File: src/rtl/ioctl_mem_pkg.sv
// Shared types and widths for the ioctl download / core memory arbiter.
package ioctl_mem_pkg;
  localparam int ADDR_W  = 25;
  localparam int DATA_W  = 16;
  localparam int ENTRY_W = ADDR_W + DATA_W;

  typedef enum logic [1:0] {
    ST_IDLE     = 2'd0,
    ST_DL_WR    = 2'd1,
    ST_CORE_ACC = 2'd2
  } arb_state_e;

  typedef enum logic {
    GNT_DL   = 1'b0,
    GNT_CORE = 1'b1
  } grant_t;
endpackage

File: src/rtl/ioctl_word_fifo.sv
// Synchronous FIFO with full/empty flags; a push is accepted while full when a pop happens the same cycle.
module ioctl_word_fifo #(
  parameter int DEPTH = 4,
  parameter int WIDTH = 41
) (
  input  logic             clk,
  input  logic             reset,
  input  logic             push,
  input  logic             pop,
  input  logic [WIDTH-1:0] din,
  output logic [WIDTH-1:0] dout,
  output logic             full,
  output logic             empty
);
  localparam int PTR_W = $clog2(DEPTH);

  logic [PTR_W:0]   wr_ptr_q, wr_ptr_d;
  logic [PTR_W:0]   rd_ptr_q, rd_ptr_d;
  logic [WIDTH-1:0] mem_q [DEPTH];
  logic             do_push, do_pop;

  // Pointers carry one extra wrap bit to tell full from empty.
  always_comb begin
    empty    = (wr_ptr_q == rd_ptr_q);
    full     = (wr_ptr_q[PTR_W] != rd_ptr_q[PTR_W]) &&
               (wr_ptr_q[PTR_W-1:0] == rd_ptr_q[PTR_W-1:0]);
    do_pop   = pop && !empty;
    do_push  = push && (!full || do_pop);
    wr_ptr_d = wr_ptr_q;
    rd_ptr_d = rd_ptr_q;
    if (do_push) wr_ptr_d = wr_ptr_q + 1'b1;
    if (do_pop)  rd_ptr_d = rd_ptr_q + 1'b1;
    dout     = mem_q[rd_ptr_q[PTR_W-1:0]];
  end

  always_ff @(posedge clk) begin
    if (reset) begin
      wr_ptr_q <= '0;
      rd_ptr_q <= '0;
    end else begin
      wr_ptr_q <= wr_ptr_d;
      rd_ptr_q <= rd_ptr_d;
    end
  end

  always_ff @(posedge clk) begin
    if (do_push) mem_q[wr_ptr_q[PTR_W-1:0]] <= din;
  end
endmodule

File: src/rtl/ioctl_mem_arbiter.sv
// Buffers ioctl download words and shares one memory port with a core requester (round-robin).
// Optional macro LOAD_CHECKSUM_EN enables the additive load_sum checksum.
module ioctl_mem_arbiter
  import ioctl_mem_pkg::*;
#(
  parameter int                FIFO_DEPTH  = 4,
  parameter logic [ADDR_W-1:0] BASE_ADDR   = 25'h0,
  parameter logic [7:0]        INDEX_MATCH = 8'hFF
) (
  input  logic              clk_sys,
  input  logic              reset,
  input  logic              ioctl_download,
  input  logic [7:0]        ioctl_index,
  input  logic              ioctl_wr,
  input  logic [ADDR_W-1:0] ioctl_addr,
  input  logic [DATA_W-1:0] ioctl_dout,
  input  logic              core_req,
  input  logic              core_we,
  input  logic [ADDR_W-1:0] core_addr,
  input  logic [DATA_W-1:0] core_din,
  output logic              core_ack,
  output logic [DATA_W-1:0] core_dout,
  output logic              mem_req,
  output logic              mem_we,
  output logic [ADDR_W-1:0] mem_addr,
  output logic [DATA_W-1:0] mem_din,
  input  logic              mem_ack,
  input  logic [DATA_W-1:0] mem_dout,
  output logic [ADDR_W-1:0] load_size,
  output logic              load_done,
  output logic              overflow,
  output logic [DATA_W-1:0] load_sum
);
  localparam logic [ADDR_W-1:0] WORD_BYTES = 25'd2;

  logic               wr_prev_q, dl_prev_q;
  logic               index_ok, capture, dl_rise, dl_fall, push_ok;
  logic               core_req_eff;
  logic               fifo_pop, fifo_full, fifo_empty;
  logic [ENTRY_W-1:0] fifo_din, fifo_dout;
  logic [ADDR_W-1:0]  addr_end, size_base;

  arb_state_e         state_q, state_d;
  grant_t             last_grant_q, last_grant_d;
  logic               mem_req_q, mem_req_d;
  logic               mem_we_q, mem_we_d;
  logic [ADDR_W-1:0]  mem_addr_q, mem_addr_d;
  logic [DATA_W-1:0]  mem_din_q, mem_din_d;
  logic               core_ack_q, core_ack_d;
  logic [DATA_W-1:0]  core_dout_q, core_dout_d;
  logic [ADDR_W-1:0]  load_size_q, load_size_d;
  logic               load_done_q, load_done_d;
  logic               done_armed_q, done_armed_d;
  logic               overflow_q, overflow_d;

  always_comb begin
    index_ok  = (INDEX_MATCH == 8'hFF) || (ioctl_index == INDEX_MATCH);
    capture   = (ioctl_wr != wr_prev_q) && ioctl_download && index_ok;
    dl_rise   = ioctl_download && !dl_prev_q;
    dl_fall   = !ioctl_download && dl_prev_q;
    fifo_din  = {ioctl_addr + BASE_ADDR, ioctl_dout};
    push_ok   = capture && (!fifo_full || fifo_pop);
    addr_end  = ioctl_addr + WORD_BYTES;
    // The cycle in which core_ack is high still sees the finished request's core_req.
    core_req_eff = core_req && !core_ack_q;
  end

  ioctl_word_fifo #(
    .DEPTH (FIFO_DEPTH),
    .WIDTH (ENTRY_W)
  ) u_fifo (
    .clk   (clk_sys),
    .reset (reset),
    .push  (capture),
    .pop   (fifo_pop),
    .din   (fifo_din),
    .dout  (fifo_dout),
    .full  (fifo_full),
    .empty (fifo_empty)
  );

  always_comb begin
    state_d      = state_q;
    last_grant_d = last_grant_q;
    mem_req_d    = mem_req_q;
    mem_we_d     = mem_we_q;
    mem_addr_d   = mem_addr_q;
    mem_din_d    = mem_din_q;
    core_ack_d   = 1'b0;
    core_dout_d  = core_dout_q;
    fifo_pop     = 1'b0;
    case (state_q)
      ST_IDLE: begin
        if (!fifo_empty && (!core_req_eff || last_grant_q == GNT_CORE)) begin
          state_d    = ST_DL_WR;
          mem_req_d  = 1'b1;
          mem_we_d   = 1'b1;
          mem_addr_d = fifo_dout[ENTRY_W-1:DATA_W];
          mem_din_d  = fifo_dout[DATA_W-1:0];
        end else if (core_req_eff) begin
          state_d    = ST_CORE_ACC;
          mem_req_d  = 1'b1;
          mem_we_d   = core_we;
          mem_addr_d = core_addr;
          mem_din_d  = core_din;
        end
      end
      ST_DL_WR: begin
        if (mem_ack) begin
          fifo_pop     = 1'b1;
          mem_req_d    = 1'b0;
          last_grant_d = GNT_DL;
          state_d      = ST_IDLE;
        end
      end
      ST_CORE_ACC: begin
        if (mem_ack) begin
          core_ack_d = 1'b1;
          if (!mem_we_q) core_dout_d = mem_dout;
          mem_req_d    = 1'b0;
          last_grant_d = GNT_CORE;
          state_d      = ST_IDLE;
        end
      end
      default: begin
        state_d   = ST_IDLE;
        mem_req_d = 1'b0;
      end
    endcase
  end

  always_comb begin
    size_base   = dl_rise ? '0 : load_size_q;
    load_size_d = size_base;
    if (push_ok && (addr_end > size_base)) load_size_d = addr_end;

    overflow_d = dl_rise ? 1'b0 : overflow_q;
    if (capture && !push_ok) overflow_d = 1'b1;

    // load_done waits until the last buffered word has been acknowledged.
    done_armed_d = done_armed_q;
    load_done_d  = 1'b0;
    if (dl_fall) begin
      done_armed_d = 1'b1;
    end else if (dl_rise) begin
      done_armed_d = 1'b0;
    end else if (done_armed_q && fifo_empty && state_q != ST_DL_WR) begin
      load_done_d  = 1'b1;
      done_armed_d = 1'b0;
    end
  end

  always_ff @(posedge clk_sys) begin
    if (reset) begin
      wr_prev_q    <= ioctl_wr;
      dl_prev_q    <= ioctl_download;
      state_q      <= ST_IDLE;
      last_grant_q <= GNT_CORE;
      mem_req_q    <= 1'b0;
      mem_we_q     <= 1'b0;
      mem_addr_q   <= '0;
      mem_din_q    <= '0;
      core_ack_q   <= 1'b0;
      core_dout_q  <= '0;
      load_size_q  <= '0;
      load_done_q  <= 1'b0;
      done_armed_q <= 1'b0;
      overflow_q   <= 1'b0;
    end else begin
      wr_prev_q    <= ioctl_wr;
      dl_prev_q    <= ioctl_download;
      state_q      <= state_d;
      last_grant_q <= last_grant_d;
      mem_req_q    <= mem_req_d;
      mem_we_q     <= mem_we_d;
      mem_addr_q   <= mem_addr_d;
      mem_din_q    <= mem_din_d;
      core_ack_q   <= core_ack_d;
      core_dout_q  <= core_dout_d;
      load_size_q  <= load_size_d;
      load_done_q  <= load_done_d;
      done_armed_q <= done_armed_d;
      overflow_q   <= overflow_d;
    end
  end

`ifdef LOAD_CHECKSUM_EN
  logic [DATA_W-1:0] load_sum_q, load_sum_d;

  always_comb begin
    load_sum_d = dl_rise ? '0 : load_sum_q;
    if (state_q == ST_DL_WR && mem_ack) load_sum_d = load_sum_d + mem_din_q;
  end

  always_ff @(posedge clk_sys) begin
    if (reset) load_sum_q <= '0;
    else       load_sum_q <= load_sum_d;
  end

  assign load_sum = load_sum_q;
`else
  assign load_sum = '0;
`endif

  assign core_ack  = core_ack_q;
  assign core_dout = core_dout_q;
  assign mem_req   = mem_req_q;
  assign mem_we    = mem_we_q;
  assign mem_addr  = mem_addr_q;
  assign mem_din   = mem_din_q;
  assign load_size = load_size_q;
  assign load_done = load_done_q;
  assign overflow  = overflow_q;
endmodule

File: config.mk
export PLATFORM = sky130hd
export DESIGN_NAME = ioctl_mem_arbiter
export DESIGN_NICKNAME = d
export VERILOG_FILES = /design/src/rtl/ioctl_mem_pkg.sv /design/src/rtl/ioctl_word_fifo.sv /design/src/rtl/ioctl_mem_arbiter.sv
export SDC_FILE = /design/constraint.sdc
export NUM_CORES = 1
export LEC_CHECK = 0
export CAP_MARGIN = 15
export CORE_MARGIN = 3
export CORE_UTILIZATION = 40
export CTS_BUF_LIST = sky130_fd_sc_hd__clkbuf_8
export CTS_CLUSTER_SIZE = 28
export DETAILED_ROUTE_END_ITERATION = 8
export HOLD_SLACK_MARGIN = 0.02
export PLACE_DENSITY_LB_ADDON = 0.15
export SLEW_MARGIN = 0
export SYNTH_ARGS = -nofsm -noshare
export SYNTH_HDL_FRONTEND = slang
export SYNTH_SLANG_ARGS = --single-unit
File: constraint.sdc
create_clock -name clk_sys -period 5.21 [get_ports clk_sys]
set_clock_uncertainty 0.1 [all_clocks]
set_input_delay 1.042 -clock clk_sys [delete_from_list [all_inputs] [get_ports clk_sys]]
set_output_delay 1.042 -clock clk_sys [all_outputs]
set_load 0.005 [all_outputs]
== Word-level counts from Yosys, hierarchy flattened ==
Memories as Yosys holds them, arrays and structs flattened. A register that Yosys moved wholly into a read port is not among the register bits.
Cells that the tools add are included.

* Memory bits (writable): 164
* Logic and storage cells: 99
* ROM bits: 0
* Output and inout port bits: 103
* Memories: 1
* Flip-flop bits (word level): 99
* Input port bits: 113
* Bits in latches: 0

* Multipliers: 0
* Shift operators: 0
* Order comparisons: 1
* Bitwise operators: 2
* Reduce and logical (&&, ||, !) cells: 35
* Equal/unequal tests: 11
* Add/subtract/negate cells: 3
* Div/mod/pow operators: 0
* Multiplexer cells: 30

{| class="wikitable"
|+ Memory list
! name !! words !! width !! rd ports !! clocked after Yosys merged registers in !! wr ports !! RTL line !! text
|-
| u_fifo.mem_q || 4 || 41 || 1 || 1 || 1 || ioctl_word_fifo.sv:19 || <nowiki>logic [WIDTH-1:0] mem_q [DEPTH];</nowiki>
|}

{| class="wikitable"
|+ Operator list
! operator !! number
|-
| 25-bit two-way mux || 4
|-
| 16-bit two-way mux || 2
|-
| 25-bit by 2-bit adder with 25-bit output (second input constant) || 1
|-
| 25-bit > comparator || 1
|-
| 1-bit two-way mux || 16
|-
| 1-bit logical AND || 13
|-
| 2-bit two-way mux || 5
|-
| 1-bit zero test || 7
|-
| 3-bit by 1-bit adder with 3-bit output (second input constant) || 2
|-
| 3-bit AND reduction || 2
|-
| 2-bit nonzero test || 3
|-
| 2-bit by 1-bit inequality test with 1-bit output (second input constant) || 2
|-
| 2-bit inequality test (second input constant) || 2
|-
| 1-bit case mux with 2 select lines || 2
|-
| 2-bit case mux with 2 select lines || 1
|-
| 2-bit AND reduction || 2
|-
| 2-bit OR reduction || 2
|-
| 3-bit equality test || 1
|-
| 1-bit logical OR || 3
|-
| 3-bit inequality test (second input constant) || 1
|-
| 3-bit nonzero test || 1
|-
| 3-bit OR reduction || 1
|-
| 2-bit by 1-bit equality test with 1-bit output (second input constant) || 1
|-
| 2-bit equality test || 1
|-
| 4 further kinds || 6
|}

== Longest topological paths before layout ==
* Word-level depth: 8
* Gate-level depth with buffers: 16

== By module ==
Synthesis repeated with hierarchy kept, for this count alone.

* Cell total of the unflattened synthesis: 857
* Area total of the unflattened synthesis: 11,617.4 sq um

{| class="wikitable"
|+ Modules (own cells, without submodules)
! module !! instances !! cells an instance !! area an instance (sq um)
|-
| ioctl_word_fifo || 1 || 270 || 6,449.9
|-
| ioctl_mem_arbiter || 1 || 587 || 5,167.5
|}

== Worst setup path before layout ==
No wires, ideal clock.

* Path type: input to register
* From: in ioctl_addr[1]
* To: reg load_size_q[18] (netlist: load_size[18])
* Data required time: 4.988 ns
* Slack: 1.175 ns
* Cell stages on the path: 14
* Arrival time: 3.813 ns
* Setup time: 0.122 ns
* Buffers on the path: 3
* Path through: ha_1 -> nand4_1 -> or3_1 -> buf_2 -> nor3b_1 -> xor2_1 -> ha_1 -> nand4_2 -> nor4_4 -> nand2_2 -> o2111a_1 -> buf_6 -> buf_6 -> o311a_1

* Cells in the longest elaborated chain, start to end: 4

{| class="wikitable"
|+ RTL lines
! what !! RTL line !! text
|-
| start: declaration || ioctl_mem_arbiter.sv:15 || <nowiki>input logic [ADDR_W-1:0] ioctl_addr,</nowiki>
|-
| 25-bit by 2-bit adder with 25-bit output (*) || ioctl_mem_arbiter.sv:63 || <nowiki>addr_end = ioctl_addr + WORD_BYTES;</nowiki>
|-
| 25-bit > comparator || ioctl_mem_arbiter.sv:135 || <nowiki>if (push_ok && (addr_end > size_base)) load_size_d = addr_end;</nowiki>
|-
| 1-bit logical AND || ioctl_mem_arbiter.sv:135 ||
|-
| 25-bit two-way mux (*) || ioctl_mem_arbiter.sv:135 ||
|-
| end signal: assignment || ioctl_mem_arbiter.sv:180 || <nowiki>load_size_q <= load_size_d;</nowiki>
|-
| end: declaration || ioctl_mem_arbiter.sv:51 || <nowiki>logic [ADDR_W-1:0] load_size_q, load_size_d;</nowiki>
|}

Every way passes the cells marked *; elsewhere a longest branch is shown, timed or not.
A chain may end at the register's enable or synchronous reset.

== Worst setup path after layout ==
* From: in ioctl_addr[4]
* To: reg load_size_q[13] (netlist: load_size[13])

The elaborated chain is that of the path after synthesis.

==> results.ini <==
[outcome]
run_status=complete, no violations

[synth]
yosys_warnings=0
yosys.area.top_type=edfxtp_1
syn_area_sq_mm=0.0114
async_reset_ff_share_pct=0
syn-instance-count=842
synth_edf_count=164
ys_types=52
synth_ff_type=edfxtp_1
synthTopCellsByCount=edfxtp_1, dfxtp_1, nand2_1
ys_ff_latch=265
synth_area_per_cell_sq_um=13.5
synth-seq-area-share_pct=61.1
synth_area_leaders=edfxtp_1, dfxtp_1, mux4_2
synth_most_common_cell=edfxtp_1
synth.top_cell.area_share_pct=43.3

[setup_path]
r2r-end=load_size[1]$_SDFF_PP0_
setup.worst_path.start=ioctl_addr[4]
reg2reg_slack_ns=2.04
endpoint=load_size[13]$_SDFF_PP0_
crit_required_ns=5.54
critPathCaptureType=register
crit_fanout=18
worst_r2r_path_depth=12
startpoint_type=primary input
r2r-start=dl_prev_q$_DFF_P_
critical_path_arrival_ns=4.72
critPathKind=primary input to register

[placed_design]
globalplace.congestion=0.776
place_area_sq_mm=0.0137
post-dp-hpwl_um=17600
dp.cells=1389
io_buffers=191

[global_routing]
grt_pass1_vias=7522
track_usage_pct=17.8
grt_max_degree=85
grt_pass1_wl_um=42700
antenna_found_initial=0
gr-total-overflow=0

[routing]
via_count=7360
wirelength_um=27000
routedWlPerCell_um=18.3
postRouteAntennaNets=0
drtIter0Drc=444
viasPerCell=4.99
dr.pass1.iters=5
drc=0

[sta]
layout_min_cycle_time_ns=4.39
slew_violations=0
hold_violations=0
setup_tns_ns=0
fmax_mhz=228
rsz0062_at_grt=false
worst_pin_slew_ns=1.05
fin_crit_sh_pct=84.2
holdWs_ns=0.337
finalSetupViolCount=0
relSlewSlack_pct=30.0

[min_path]
hp-class=register to register

[flow_run]
drv_cap=0

[clock_tree]
ctsHtreeMaxLevel=2
root_buffer=clkbuf_8
cts_buffers=46
post-cts-setup-buffers=0
clk_pin_slew_ns=0.05
cts_resized=0
clk_latency_ns=0.55
clk_path_buf_depth=3
cts_sinks=265
cts-hold-fix-buffers=0
cts_tree=built

[power_and_ir_drop]
sw_frac_of_total_pct=25.2
p_per_area_mw_per_mm2=358
vdd_drop_max_v=0.000193
cellLeakagePower_nw=5.12
share_comb_of_total_power_pct=16.4
power_frac_seq_pct=46.8
power_switching_w=0.00132
intPower_w=0.00391
power.share.clock_pct=36.8

[final_layout]
final_cells=1475
area_growth_pct=28.5
final_area_sq_mm=0.0146
insertedDiodeCount=0
drive_above_1_share_pct=13.9
layout.nets=1208

[die]
die_x_um=175
fp.dieArea_sq_mm=0.0305
ios=216
rows=61
start_util_pct=40.7
coreArea_sq_mm=0.0279
die_h_um=175

## stage by stage
| step | setup slack, ns | utilization [%] | power [W] |
|---|---|---|---|
| 5_1_grt | 0.597 | 52.3 | 0.00551 |
| 2_1_floorplan | 1.18 | - | 0.00295 |
| 6_report | 0.823 | 52.3 | 0.00523 |
| 3_5_place_dp | 0.322 | 48.9 | 0.00337 |
| 3_3_place_gp | 0.357 | 48.9 | 0.00336 |
| 4_1_cts | 0.878 | 52.3 | 0.00531 |
## logic make-up after synthesis
kind of cell               synth area share [%]
other                                    0.0330
muxes                                      11.8
xor gates and xnor gates                   2.31
DFF                                        61.1
buffers and inverters                      3.90
AOI/OAI and AO/OA                          8.09
and+or+nand+nor                            8.84
adders and majority gates                  3.96
## per-layer routing
metal	vias up	GRT usage [%]	share of wire, %
met4	0	5.05	1.8
met2	224	28.5	46
met5	-	0	0
li1	3591	-	-
met1	3507	24.7	46
met3	38	4.02	6.4
## registers in the layout (all words and copies together), names as in the netlist, named ones only
signal           cells
u_fifo.rd_ptr_q      3
overflow             1
mem_addr            25
done_armed_q         1
dl_prev_q            1
load_size           25
state_q              2
mem_we               1
u_fifo.mem_q       164
wr_prev_q            1
mem_din             16
u_fifo.wr_ptr_q      3
mem_req              1
load_done            1
core_ack             1
last_grant_q         1
core_dout           16
## critical path, cell delays in order
cell             delay (ns)
clkdlybuf4s50_1        0.70
nand4_1                0.19
or3_1                  0.48
nor3b_1                0.27
xor2_1                 0.26
ha_1                   0.31
nand4_2                0.16
nor3_1                 0.07
a222oi_1               0.42
o2111a_1               0.33
buf_12                 0.17
nor2_4                 0.08
a31o_1                 0.22
## cell usage in the layout (no fill, tap or decap), types with 34 or more instances in the layout
cell type and count:
a211oi_1 43, a21oi_1 34, clkbuf_8 50, clkdlybuf4s50_1 190, dfxtp_1 99, edfxtp_1 164, ha_1 36, mux2i_1 42
mux4_2 41, nand2_1 81, nor2_1 68
## power by group through the flow
stage          logic [W]  registers, W  clock network [W]
2_1_floorplan   0.000459       0.00249                  0
4_1_cts         0.000875       0.00245            0.00199
3_3_place_gp    0.000865       0.00249                  0
6_report        0.000860       0.00245            0.00192
3_5_place_dp    0.000871       0.00249                  0
5_1_grt         0.000950       0.00247            0.00209
## worst min-delay path by stage
| stage | cells after the start | from | to |
|---|---|---|---|
| floorplan | 2 | done_armed_q$_SDFFE_PP0P_ | load_done$_SDFF_PP0_ |
| finish | 2 | done_armed_q$_SDFFE_PP0P_ | load_done$_SDFF_PP0_ |
| detailed placement | 2 | done_armed_q$_SDFFE_PP0P_ | load_done$_SDFF_PP0_ |
| global route | 2 | core_dout[12]$_SDFFE_PP0P_ | core_dout[12]$_SDFFE_PP0P_ |
| CTS | 2 | done_armed_q$_SDFFE_PP0P_ | load_done$_SDFF_PP0_ |
| global placement | 2 | done_armed_q$_SDFFE_PP0P_ | load_done$_SDFF_PP0_ |
## layout make-up
class | count | area [sq um]
multi-input cells | 511 | 4060
repair buffers | 218 | 2120
flip-flops and latches | 265 | 6950
clock buffers | 50 | 688
fillers | 2454 | 13300
inverters | 17 | 63.8
clock inverters | 36 | 260
well taps | 378 | 473
No activity file was read; power rests on OpenSTA's default activity.
